==> src/rtl/spi_master_pkg.sv <==
// Shared types and defaults for the transmit-only SPI master (mode 0, MSB first).
package spi_master_pkg;

  localparam int DATA_W_DEF      = 8;
  localparam int HALF_PERIOD_DEF = 1;

  typedef enum logic [1:0] {
    IDLE  = 2'd0,
    SHIFT = 2'd1,
    DONE  = 2'd2
  } state_e;

  // Counter width able to hold 0..n-1; never narrower than one bit.
  function automatic int cnt_width(input int n);
    return (n > 1) ? $clog2(n) : 1;
  endfunction

endpackage

==> src/rtl/spi_master_if.sv <==
// Request/data handshake plus the SPI pins of the SPI master.
// The master modport is the SPI master itself; the slave modport is the
// control logic that issues requests and watches the pins.
interface spi_master_if
  import spi_master_pkg::*;
#(
  parameter int DATA_W = DATA_W_DEF
) ();

  logic              req;
  logic [DATA_W-1:0] dat;
  logic              sclk;
  logic              ss;
  logic              sdo;
  logic              snt;

  modport master (
    input  req,
    input  dat,
    output sclk,
    output ss,
    output sdo,
    output snt
  );

  modport slave (
    output req,
    output dat,
    input  sclk,
    input  ss,
    input  sdo,
    input  snt
  );

endinterface

==> src/rtl/spi_master_clk_gen.sv <==
// SPI serial clock generator: counts HALF_PERIOD clk cycles per sclk half-period
// while enabled and flags the cycle on which sclk is about to rise or fall.
// When disabled the counter is parked at zero and sclk is held low, so the
// first half-period of a frame always starts cleanly.
module spi_master_clk_gen
  import spi_master_pkg::*;
#(
  parameter int HALF_PERIOD = HALF_PERIOD_DEF
) (
  input  logic clk,
  input  logic rst_n,
  input  logic en_i,
  output logic sclk_o,
  output logic rise_o,
  output logic fall_o
);

  localparam int              HC_W    = cnt_width(HALF_PERIOD);
  localparam logic [HC_W-1:0] HC_LAST = HC_W'(HALF_PERIOD - 1);

  logic [HC_W-1:0] hcnt_q, hcnt_d;
  logic            sclk_q, sclk_d;
  logic            tick_s;

  // Half-period counting and sclk toggle decision.
  always_comb begin
    tick_s = 1'b0;
    hcnt_d = hcnt_q;
    sclk_d = sclk_q;
    if (en_i) begin
      if (hcnt_q == HC_LAST) begin
        tick_s = 1'b1;
        hcnt_d = {HC_W{1'b0}};
        sclk_d = ~sclk_q;
      end else begin
        hcnt_d = hcnt_q + HC_W'(1'b1);
      end
    end else begin
      hcnt_d = {HC_W{1'b0}};
      sclk_d = 1'b0;
    end
  end

  // Counter and sclk registers.
  always_ff @(posedge clk or negedge rst_n) begin
    if (!rst_n) begin
      hcnt_q <= {HC_W{1'b0}};
      sclk_q <= 1'b0;
    end else begin
      hcnt_q <= hcnt_d;
      sclk_q <= sclk_d;
    end
  end

  assign sclk_o = sclk_q;
  assign rise_o = tick_s & ~sclk_q;
  assign fall_o = tick_s & sclk_q;

endmodule

==> src/rtl/spi_master.sv <==
// Transmit-only SPI master, mode 0, MSB first. A rising edge of req while idle
// latches dat and sends it on sdo under ss low; snt pulses for one cycle when
// the last bit has been clocked out. sdo is the MSB of the shift register, so
// every output pin comes straight from a flop.
module spi_master
  import spi_master_pkg::*;
#(
  parameter int DATA_W      = DATA_W_DEF,
  parameter int HALF_PERIOD = HALF_PERIOD_DEF
) (
  input  logic         clk,
  input  logic         rst_n,
  spi_master_if.master bus
);

  localparam int              BC_W    = cnt_width(DATA_W);
  localparam logic [BC_W-1:0] BC_LAST = BC_W'(DATA_W - 1);

  state_e            state_q, state_d;
  logic              req_q;
  logic [DATA_W-1:0] shreg_q, shreg_d;
  logic [BC_W-1:0]   bcnt_q, bcnt_d;
  logic              ss_q, ss_d;
  logic              snt_q, snt_d;

  logic start_s;
  logic sclk_s;
  logic rise_s;
  logic fall_s;

  assign start_s = bus.req & ~req_q & (state_q == IDLE);

  spi_master_clk_gen #(
    .HALF_PERIOD (HALF_PERIOD)
  ) u_clk_gen (
    .clk    (clk),
    .rst_n  (rst_n),
    .en_i   (state_q == SHIFT),
    .sclk_o (sclk_s),
    .rise_o (rise_s),
    .fall_o (fall_s)
  );

  // Frame sequencing: accept, shift on falling sclk, close the frame.
  always_comb begin
    state_d = state_q;
    shreg_d = shreg_q;
    bcnt_d  = bcnt_q;
    ss_d    = ss_q;
    snt_d   = 1'b0;
    case (state_q)
      IDLE: begin
        if (start_s) begin
          state_d = SHIFT;
          shreg_d = bus.dat;
          bcnt_d  = {BC_W{1'b0}};
          ss_d    = 1'b0;
        end else begin
          ss_d    = 1'b1;
        end
      end
      SHIFT: begin
        if (fall_s) begin
          if (bcnt_q == BC_LAST) begin
            state_d = DONE;
            shreg_d = {DATA_W{1'b0}};
            bcnt_d  = {BC_W{1'b0}};
            ss_d    = 1'b1;
            snt_d   = 1'b1;
          end else begin
            bcnt_d  = bcnt_q + BC_W'(1'b1);
            shreg_d = {shreg_q[DATA_W-2:0], 1'b0};
          end
        end else if (rise_s) begin
          // The slave samples on this edge, so the data bit must not move.
          shreg_d = shreg_q;
        end else begin
          state_d = SHIFT;
        end
      end
      DONE: begin
        state_d = IDLE;
      end
      default: begin
        state_d = IDLE;
        shreg_d = {DATA_W{1'b0}};
        bcnt_d  = {BC_W{1'b0}};
        ss_d    = 1'b1;
      end
    endcase
  end

  // State, request history, shift register and output flops.
  always_ff @(posedge clk or negedge rst_n) begin
    if (!rst_n) begin
      state_q <= IDLE;
      req_q   <= 1'b0;
      shreg_q <= {DATA_W{1'b0}};
      bcnt_q  <= {BC_W{1'b0}};
      ss_q    <= 1'b1;
      snt_q   <= 1'b0;
    end else begin
      state_q <= state_d;
      req_q   <= bus.req;
      shreg_q <= shreg_d;
      bcnt_q  <= bcnt_d;
      ss_q    <= ss_d;
      snt_q   <= snt_d;
    end
  end

  assign bus.sclk = sclk_s;
  assign bus.ss   = ss_q;
  assign bus.sdo  = shreg_q[DATA_W-1];
  assign bus.snt  = snt_q;

endmodule

==> src/flat_wrapper.sv <==
// flat-port wrapper written by rule: the top's interface ports become plain ports
module spi_master_flat import spi_master_pkg::*;
#(
  parameter int DATA_W      = DATA_W_DEF,
  parameter int HALF_PERIOD = HALF_PERIOD_DEF
)
  (clk, rst_n, bus_req, bus_dat, bus_sclk, bus_ss, bus_sdo, bus_snt);
  spi_master_if #(.DATA_W(DATA_W)) bus_i ();
  input  logic clk;
  input  logic rst_n;
  input wire logic [$bits(bus_i.req)-1:0] bus_req;
  input wire logic [$bits(bus_i.dat)-1:0] bus_dat;
  output wire logic [$bits(bus_i.sclk)-1:0] bus_sclk;
  output wire logic [$bits(bus_i.ss)-1:0] bus_ss;
  output wire logic [$bits(bus_i.sdo)-1:0] bus_sdo;
  output wire logic [$bits(bus_i.snt)-1:0] bus_snt;
  assign bus_i.req = bus_req;
  assign bus_i.dat = bus_dat;
  assign bus_sclk = bus_i.sclk;
  assign bus_ss = bus_i.ss;
  assign bus_sdo = bus_i.sdo;
  assign bus_snt = bus_i.snt;
  spi_master #(.DATA_W(DATA_W), .HALF_PERIOD(HALF_PERIOD)) u_core (.clk(clk), .rst_n(rst_n), .bus(bus_i));
endmodule
==> config.mk <==
export PLATFORM = sky130hd
export DESIGN_NAME = spi_master_flat
export DESIGN_NICKNAME = d
export VERILOG_FILES = /design/src/rtl/spi_master_pkg.sv /design/src/rtl/spi_master_if.sv /design/src/rtl/spi_master_clk_gen.sv /design/src/rtl/spi_master.sv /design/src/flat_wrapper.sv
export SDC_FILE = /design/constraint.sdc
export NUM_CORES = 1
export LEC_CHECK = 0
export CORE_ASPECT_RATIO = 1.75
export CORE_UTILIZATION = 25
export CTS_BUF_LIST = sky130_fd_sc_hd__clkbuf_2
export CTS_CLUSTER_SIZE = 24
export DETAILED_ROUTE_END_ITERATION = 10
export PLACE_DENSITY = 0.45
export RECOVER_POWER = 50
export SYNTH_ARGS = -nofsm -noshare
export SYNTH_HDL_FRONTEND = slang
export SYNTH_HIERARCHICAL = 1
export SYNTH_SLANG_ARGS = --single-unit
==> constraint.sdc <==
create_clock -name clk -period 1.7 [get_ports clk]
set_input_delay 0.34 -clock clk [delete_from_list [all_inputs] [get_ports clk]]
set_output_delay 0.34 -clock clk [all_outputs]
set_load 0.005 [all_outputs]
==> results.cfg, run 1 <==
[status]
status = finished clean

[power_and_ir_drop]
p_per_area_nw_per_um2 = 1730
ir_drop_mv = 0.725
p_int_mw = 1.30
switching_share_pct = 33.1
power.leakage_nw = 0.534
p_sw_uw = 643
seq_power_share_pct = 32.9
comb_power_share_pct = 57.8
p_total_mw = 1.94
pwr-share-clk_pct = 9.3

[place]
place_inst = 127
routabilityCongestion = 0.759
port_buffers = 14
pre_cts_slack_ns = -0.0678
dpl.hpwl_um = 1300

[timing]
period_share_pct = 95.4
tightest_slew_ns = 0.658
grt_setup_unrepaired = no
fin_tns_setup_ns = 0
setup_viol = 0
clock.fmax_ghz = 0.617
clock_skew_ns = 0.0205
maxSlewHeadroom_pct = 56.1
setup_ws_ns = 0.0782
hold_viol_final = 0
drv_slew = 0
min_period_ns = 1.62

[logic_synthesis]
synthesis.area_um2 = 840
synth_compound_area_share_pct = 13.3
synth_mux_area_share_pct = 17.6
synth.most_common_cell = dfrtp_1
synth_top_family_by_area = multiplexers
synthArstFlopShare_pct = 100
avgSynthCellArea_um2 = 13.3
synth.largest_area_cell = dfrtp_1
synth_common_cells = dfrtp_1, a22o_1, mux2_4
synth_edf_count = 0
synth_xor_area_share_pct = 0
ys.flop_type = dfrtp_1
synthAdderAreaFrac_pct = 4.47
syn_nets = 77
yosysWarnings = 6
yosys.area_share.simple_pct = 10.1
ys_seq_area_share_pct = 50.8
ys_top_cells_by_area = dfrtp_1, mux2_4, a22o_1
synth-seq-cells = 17
yosys.area.top_type_share_pct = 47.7
netlist_instances = 63
synthDistinctLibCells = 27

[cts]
clk_latency_ns = 0.29
cts_made_buffers = 3
cts.path.max_buffers = 2
path_clk_slew_ns = 0.17
cts_tree = done
cts.sinks = 17
cts-htree-levels = 1
cts-root-buf = clkbuf_2
ctsHoldBuffers = 0

[routing]
drtIter0Drc = 14
vias = 569
firstDrtPassIters = 4
ant_nets = 0
wire_per_inst_um = 13.0
drc = 0
avgViaCountPerCell = 4.28
drt_wl_total_um = 1740

[die]
die-area_um2 = 3600
num_rows = 27
start_util_pct = 26.4
io_pins = 15
core_um2 = 3180
die_w_um = 45.8
die_y_um = 78.7

[grt]
grt_pass1_vias = 646
gr-total-overflow = 0
grt_pass1_wl_um = 2930
grt_usage_pct = 11.3
antenna_found_initial = 0
grt_start_max_net_pins = 13

[worst_setup_path]
path_class = flip-flop to flip-flop
worstPathRequired_ns = 1.87
crit_path_start_kind = flip-flop
slowest_delay_ns = 0.41
cp_max_fo = 5
path_cells = and2b_2 > and2_4 > o21ai_2 > a21bo_4 > mux2_1
crit_slowest_cell = dfrtp_1
end_kind = flip-flop
worstPathArrival_ns = 1.79

[layout]
final_util_pct = 35.3
diodes = 0
fin_cells = 133
area_delta_synth_final_pct = 33.4
nets = 105
drive_above_1_share_pct = 32.2
nFillCells = 332

[job]
drv_cap = 0

[hold_path]
min_path_type = input pin to asynchronous set/reset pin
## flip-flops by register name, summed over array words and instances, names as in the netlist
name,flops
u_core/shreg_q,8
u_core/bcnt_q,3
u_core/state_q,2
u_core/bus.snt,1
u_core/bus.ss,1
u_core/req_q,1
u_core/u_clk_gen/sclk_o,1
## kinds of logic (layout without fill, tap and decap cells)
family | count (synthesis) | after routing
fa+ha+maj | 3 | 3
simple gates | 13 | 13
flops | 17 | 17
mux | 11 | 11
buf+inv | 5 | 31
compound gates | 14 | 15
## path summary, 6_finish.rpt
path | cells after the start | slack (ns) | startpoint | to
worst max-delay path | 5 | 0.08 | u_core/state_q[0] | u_core/shreg_q[1]
worst min-delay path | 1 | 0.33 | rst_n | u_core/state_q[0]
worst max register to register | 5 | 0.08 | u_core/state_q[0] | u_core/shreg_q[1]
worst min register to register | 1 | 0.51 | u_core/shreg_q[1] | u_core/shreg_q[1]
max in group asynchronous | 2 | 0.48 | rst_n | u_core/shreg_q[6]
min in group clk | 1 | 0.51 | u_core/shreg_q[1] | u_core/shreg_q[1]
## cells in the final DEF, fill, tap and decap left out, drive strengths merged, types with 2 or more instances in the layout
master          n
nand2           2
mux2i           2
clkdlybuf4s50  11
mux2            9
nor3b           2
a21bo           2
o21ai           4
dfrtp          16
a22o            7
ha              3
dlygate4sd3     2
nor2            2
buf             8
and2b           2
inv             3
clkbuf          6
and3            2
## timing repair
item,in CTS,in global routing
resized for setup,0,2
endpoints found under the hold margin,0,0
setup buffers,1,0
setup endpoints to repair,1,2
pin swaps,0,0
cloned,0,1
## routing by layer
layer / global-route usage [%] / routed length [um] / vias to the layer above / part of all wire, %
met3: 1.38 / 39 / 2 / 2.2
met4: 5.29 / 27 / 0 / 1.6
li1: - / - / 283 / -
met1: 14.3 / 758 / 277 / 44
met2: 18.3 / 910 / 7 / 52
met5: 0 / 0 / - / 0
## area by class of cell
type | instances | area, um2 | share of cell area [%]
Tap cell | 43 | 53.8 | 4.80
Clock buffer | 4 | 20.0 | 1.79
Inverter | 3 | 11.3 | 1.01
Multi-Input combinational cell | 42 | 398 | 35.5
Sequential cell | 17 | 427 | 38.1
Timing Repair Buffer | 24 | 210 | 18.8
## through the flow
stage | instance area [um2] | hold WS (ns)
final | 1120 | 0.331
after global routing | 1120 | 0.309
after floorplan | 848 | 0.0444
after detailed placement | 1080 | 0.481
after CTS | 1110 | 0.256
after global placement | 1080 | 0.474
## power by group through the flow
| stage | sequential (mW) | combinational, mW | clock (mW) |
|---|---|---|---|
| after global placement | 0.652 | 1.08 | 0 |
| after CTS | 0.640 | 1.11 | 0.191 |
| after detailed placement | 0.651 | 1.09 | 0 |
| final | 0.638 | 1.12 | 0.181 |
| after floorplan | 0.638 | 0.811 | 0 |
| after global routing | 0.661 | 1.24 | 0.205 |
## worst max-delay path: cells and delay by family (launching register included)
kind | cells | cell delay (ns)
flops | 1 | 0.41
compound gates | 2 | 0.44
simple gates | 2 | 0.34
mux | 1 | 0.31
Power figures use the tool's default switching activity.
==> run 2: changes to the inputs <==
--- a/config.mk
+++ b/config.mk
@@ -10,6 +10,7 @@
 export CTS_BUF_LIST = sky130_fd_sc_hd__clkbuf_2
 export CTS_CLUSTER_SIZE = 24
 export DETAILED_ROUTE_END_ITERATION = 10
+export HOLD_SLACK_MARGIN = 0.02
 export PLACE_DENSITY = 0.45
 export RECOVER_POWER = 50
 export SYNTH_ARGS = -nofsm -noshare
==> results of run 2 <==
Final layout, timing and power as in run 1 (identical DEF).
==> patch 1, RTL diff (flow settings as in run 2) <==
Change the package constant `DATA_W_DEF` from 8 to 10.
--- a/src/rtl/spi_master_pkg.sv
+++ b/src/rtl/spi_master_pkg.sv
@@ -2,5 +2,5 @@
 package spi_master_pkg;
 
-  localparam int DATA_W_DEF      = 8;
+  localparam int DATA_W_DEF      = 10;
   localparam int HALF_PERIOD_DEF = 1;
 
Interface: changed (resized bus_dat); port bits go from 15 to 17. No check against the original RTL was run, so the function may have changed too.
==> patch 1 against run 2 <==
  * Critical path type is now in2reg
  * Synthesized area is 22% higher
  * Largest power group unchanged
  * Setup slack improved by 0.022 ns
  * Sequential cell count increased by 3
  * Clock power rose by 12%
  * Die area up 21%
  * Global-route usage is 1.6 points higher
  * Cell count increased by 23%
  * Wire length up 49%
  * Power shrank 14%
  * Cell area rose by 19%
==> patch 1: results (changes against run 2) <==
| Metric | Value |
|---|---|
| Via total after detailed routing | `849 (was 569)` |
| Met2 WL | `1370 um (was 910 um)` |
| Ranking of synthesized cells by area | `dfrtp_1 46%, a32o_1 8.8%, a22o_1 7.7%, dfstp_2 2.6%, ha_1 2.4% (was dfrtp_1 48%, mux2_4 13%, a22o_1 7.3%, ha_1 4.5%, dfstp_2 3.1%)` |
| Clock Pin Slew Worst Setup and Hold Paths | `0.20 ns (was 0.17 ns)` |
| Crit path DAT | `1.87 ns (was 1.79 ns)` |
| Initial antenna violation count | `0 (unchanged)` |
| Leakage power | `0.546 nW (was 0.534 nW)` |
| Fin nets | `131 (was 105)` |
| Hold WC Path Type | `reg2reg (was in2async)` |
| CTS H-tree lvls | `1 (unchanged)` |
| CTS Buffer Depth | `2 (unchanged)` |
| CTS root buf | `clkbuf_2 (unchanged)` |
| Met3 WL | `78 um (was 39 um)` |
| Largest net degree at the start of global routing | `21 (was 13)` |
| Uppermost layer routed | `met4 (unchanged)` |
| DR pass1 iterations | `3 (was 4)` |
| Setup Skew | `0.00323 ns (was 0.0205 ns)` |
| Biggest regs | `u_core/shreg_q: 10 flops, u_core/bcnt_q: 4 flops, u_core/state_q: 2 flops (was u_core/shreg_q: 8 flops, u_core/bcnt_q: 3 flops, u_core/state_q: 2 flops)` |
| Drt initial violations | `15 (was 14)` |
| CTS Buf Count | `3 (unchanged)` |
| Worst-path fanout max | `9 (was 5)` |
| Worst VDD drop | `0.000498 V (was 0.000725 V)` |
| Post-DP Area | `1300 sq um (was 1080 sq um)` |
| Async SR Flop Fraction | `100% (unchanged)` |
| Vias in the first global route | `930 (was 646)` |
| RD Place Congestion | `0.791 (was 0.759)` |
| Metal-1 WL | `1070 um (was 758 um)` |
| Drt wl/cell | `15.9 um (was 13.0 um)` |
| Critical-path top delay cell | `dlygate4sd3_1 (was dfrtp_1)` |
| R2R cell count | `4 (was 5)` |
| Status | `completed (unchanged)` |
| Slew @ Worst Pin | `1.17 ns (was 0.658 ns)` |
| Post-synth top cells | `19 x dfrtp_1, 9 x a22o_1, 9 x a32o_1 (was 16 x dfrtp_1, 7 x a22o_1, 7 x mux2_4)` |
| Crit path largest cell delay | `0.61 ns (was 0.41 ns)` |
| Distinct cell type count after synthesis | `34 (was 27)` |
| Register area share after synthesis | `48.9% (was 50.8%)` |
| Cell family with the largest share of critical-path delay | `buffers and inverters (was compound AO/OA/AOI/OAI gates)` |
| Tot GR Track Use | `12.9% (was 11.3%)` |
| Count leader, synth | `dfrtp_1 (unchanged)` |
| Antenna cells | `0 (unchanged)` |
| Clock Latency Late Sink | `0.31 ns (was 0.29 ns)` |
| Fillers | `428 (was 332)` |
| Yosys warns | `6 (unchanged)` |
| Layout cells sized above 1 | `19.1% (was 32.2%)` |
| DP HPWL | `1880 um (was 1300 um)` |
| Wire length of the first global-routing pass | `4200 um (was 2930 um)` |
| # port buffers | `16 (was 14)` |
| Post-Synthesis Net Count | `102 (was 77)` |
| Hold Crit Depth | `1` |
[patch 1: cell count changes in the layout (fill, tap and decap cells not counted), sizes merged, moves of 3 or more]
cell / run 2 / this run
buf: 8 / 11
dfrtp: 16 / 19
mux2: 9 / 0
a21oi: 1 / 5
nor2: 2 / 5
a32o: 0 / 9
[patch 1: worst paths after layout]
path | start | endpoint | slack (ns)
max in group asynchronous | rst_n | u_core/bcnt_q[3] | 0.27
min reg2reg | u_core/shreg_q[8] | u_core/shreg_q[8] | 0.54
min in group asynchronous | rst_n | u_core/shreg_q[7] | 0.74
min | u_core/shreg_q[8] | u_core/shreg_q[8] | 0.54
max reg2reg | u_core/state_q[1] | u_core/shreg_q[2] | 0.12
max | bus_req | u_core/shreg_q[2] | 0.10
[patch 1: repair_timing]
item                       CTS  global route
gates resized for setup      2             1
buffers inserted             1             0
setup endpoints to repair    2             2
cloned                       0             0
hold buffers                 0             0
hold endpoints to repair     0             0
[patch 1: cell families after synthesis]
| kind of cell | Yosys count | share of synthesized area, % |
|---|---|---|
| AO/OA/AOI/OAI | 32 | 26.3 |
| adder cells (fa/ha/maj) | 2 | 2.44 |
| buffers and inverters | 6 | 3.66 |
| flip-flops | 20 | 48.9 |
| AND/OR/NAND/NOR | 27 | 18.7 |
[patch 1: stage by stage]
stage               std cells  setup WS, ns  setup TNS [ns]
finish                    163         0.101               0
global route              163        0.0265               0
CTS                       163        0.0581               0
detailed placement        158        -0.157           -1.57
global placement          158        -0.130           -1.29
floorplan                  87        0.0143               0
[patch 1: area by class of cell]
type | count | area (sq um) | share of cell area (%)
flip-flops and latches | 20 | 502 | 37.7
inverters | 2 | 7.51 | 0.564
repair buffers | 28 | 245 | 18.4
clock inverters | 1 | 3.75 | 0.282
clock buffers | 3 | 15.0 | 1.13
well taps | 48 | 60.1 | 4.51
multi-input cells | 61 | 498 | 37.4
[patch 1: power by group]
group | switching, W | internal (W) | leakage (nW) | total, W
registers | 0.0000781 | 0.000617 | 0.257 | 0.000695
logic | 0.000369 | 0.000404 | 0.275 | 0.000773
clock network | 0.000151 | 0.0000512 | 0.0140 | 0.000202
[patch 1: metal layers]
layer | vias to the layer above | track usage [%]
met5 | - | 0
met4 | 0 | 8.08
met3 | 6 | 1.40
met2 | 16 | 23.5
met1 | 423 | 13.6
li1 | 404 | -
==> patch 2, RTL diff (settings of run 2) <==
Made on the original files. Encoding of `state_e`: now one-hot (3 bits for 3 states).
--- a/src/rtl/spi_master_pkg.sv
+++ b/src/rtl/spi_master_pkg.sv
@@ -5,8 +5,8 @@
   localparam int HALF_PERIOD_DEF = 1;
 
-  typedef enum logic [1:0] {
-    IDLE  = 2'd0,
-    SHIFT = 2'd1,
-    DONE  = 2'd2
+  typedef enum logic [2:0] {
+    IDLE  = 3'b001,
+    SHIFT = 3'b010,
+    DONE  = 3'b100
   } state_e;
 
Behaviour: no difference found for any inputs over 10 cycles, from zero or initial values and one cycle with rst_n low; not proved beyond that.
==> patch 2 against run 2 <==
  * Global-route usage is 0.95 points higher
  * Via count up 11%
  * Sequential share of layout area down 1.5 points
  * Clock skew shrank 0.016 ns
  * Setup slack lost 0.053 ns
  * Hold slack improved by 0.013 ns
  * Wire length grew 11%
  * Synthesized area rose by 11%
  * Sequential cell count grew 1
  * Cell area increased by 10%
  * Critical path type unchanged
Power is not compared: it rests on default switching activity, and its combinational part moved more than twofold at a synthesized area within 25%.
==> patch 2: results (changes against run 2) <==
| Metric | Value |
|---|---|
| Status | `completed (unchanged)` |
| Total Wirelength | `1920 um (was 1740 um)` |
| Vias in the first global route | `701 (was 646)` |
| M1 GR Usage | `15.1% (was 14.3%)` |
| Setup Skew | `0.00450 ns (was 0.0205 ns)` |
| DR pass1 iterations | `2 (was 4)` |
| R2R setup slack | `0.03 ns (was 0.08 ns)` |
| Tot GR Track Use | `12.2% (was 11.3%)` |
| Reg2reg end | `u_core/shreg_q[3] (was u_core/shreg_q[1])` |
| Biggest regs | `u_core/shreg_q: 8 flops, u_core/bcnt_q: 3 flops, u_core/state_q: 3 flops (was u_core/shreg_q: 8 flops, u_core/bcnt_q: 3 flops, u_core/state_q: 2 flops)` |
| Register area share after synthesis | `48.7% (was 50.8%)` |
| Antenna cells | `0 (unchanged)` |
| Yosys warns | `6 (unchanged)` |
| Drt initial violations | `11 (was 14)` |
| Distinct cell type count after synthesis | `28 (was 27)` |
| RD Place Congestion | `0.676 (was 0.759)` |
| Async SR Flop Fraction | `100% (unchanged)` |
| Synth Flop Type | `dfrtp_1 (unchanged)` |
| Routing usage on met3 | `1.30% (was 1.38%)` |
| CTS root buf | `clkbuf_2 (unchanged)` |
| Hold WS | `0.343 ns (was 0.331 ns)` |
| Mean Syn Cell Area | `13.1 sq um (was 13.3 sq um)` |
| CTS Buf Count | `3 (unchanged)` |
| Initial antenna violation count | `0 (unchanged)` |
| Wire length of the first global-routing pass | `3390 um (was 2930 um)` |
| Post-Synthesis Net Count | `85 (was 77)` |
| Non-filler cells, final | `145 (was 133)` |
| # port buffers | `14 (unchanged)` |
| Dpl cells | `139 (was 127)` |
| Post-DP Area | `1190 sq um (was 1080 sq um)` |
| Largest net degree at the start of global routing | `13 (unchanged)` |
| Worst VDD drop | `0.000368 V` |
| Layout cells sized above 1 | `35.4% (was 32.2%)` |
| RR Startpoint | `u_core/state_q[0] (unchanged)` |
| Vias/cell | `4.37 (was 4.28)` |
| DP HPWL | `1410 um (was 1300 um)` |
| Post-synth top cells | `16 x dfrtp_1, 6 x a22o_1, 6 x mux2_4 (was 16 x dfrtp_1, 7 x a22o_1, 7 x mux2_4)` |
| Crit path DAT | `1.88 ns (was 1.79 ns)` |
| Leakage power | `between 0.5 and 0.6 nW` |
| Worst-path fanout max | `7 (was 5)` |
| Slew margin rel. | `53.3% (was 56.1%)` |
| Met2 Use GR | `20.3% (was 18.3%)` |
| Ranking of synthesized cells by area | `dfrtp_1 43%, mux2_4 9.7%, dfstp_2 5.7%, a22o_1 5.7%, ha_1 4.0% (was dfrtp_1 48%, mux2_4 13%, a22o_1 7.3%, ha_1 4.5%, dfstp_2 3.1%)` |
| Fin nets | `115 (was 105)` |
==> patch 2: power breakdown <==
group	total [W]	switching [W]	internal [W]
combinational	0.000298	0.000102	0.000196
sequential	0.000529	0.0000372	0.000492
clock	0.000181	0.000133	0.0000482
total	0.00101	0.000272	0.000735
==> patch 2: per-stage QoR <==
stage                     total power (W)  worst slack, ns  util [%]
after floorplan                  0.000708           -0.146         -
after global placement           0.000807           -0.132      33.1
after detailed placement         0.000814           -0.152      33.1
after CTS                         0.00103         -0.00586      34.4
after global routing              0.00108          -0.0867      34.4
final                             0.00101           0.0252      34.4
==> patch 2: timing repair <==
item                                    CTS  global route
gates cloned                              0             0
resized for setup                         5             1
endpoints found under the setup margin    8            10
pin swaps                                 3             0
buffers inserted                          3             0
==> patch 2: area by class of cell <==
cell class	count	area (sq um)
fillers	379	2360
inverters	5	18.8
repair buffers	28	244
multi-input cells	45	448
flip-flops and latches	18	453
clock buffers	3	15.0
well taps	46	57.6
==> patch 2: cell families after synthesis <==
kind of cell	share of synthesized area, %
multiplexers	13.1
buffers and inverters	5.25
AND/OR/NAND/NOR	18.0
AO/OA/AOI/OAI	10.9
adder cells (fa/ha/maj)	4.04
flip-flops	48.7
==> patch 2: how the worst max path moves through the flow <==
stage                     depth (start not counted)         startpoint           endpoint
after floorplan                                   7  u_core/state_q[2]  u_core/shreg_q[1]
after global placement                            5            bus_req  u_core/shreg_q[3]
after detailed placement                          5            bus_req  u_core/shreg_q[3]
after CTS                                         6  u_core/state_q[2]  u_core/shreg_q[3]
after global routing                              6  u_core/state_q[2]  u_core/shreg_q[3]
final                                             5  u_core/state_q[0]  u_core/shreg_q[3]
==> patch 2: worst max-delay path, stage by stage (launching register included) <==
cell and delay (ns):
dfstp_2 0.59, buf_4 0.16, inv_1 0.05, a221oi_2 0.28, buf_4 0.21, mux2_4 0.30
==> patch 2: layer usage <==
layer	wire length [um]	part of all wire [%]	vias up
met5	0	0	-
met4	24	1.2	0
met3	31	1.6	2
met2	1050	55	7
met1	818	43	317
li1	-	-	308
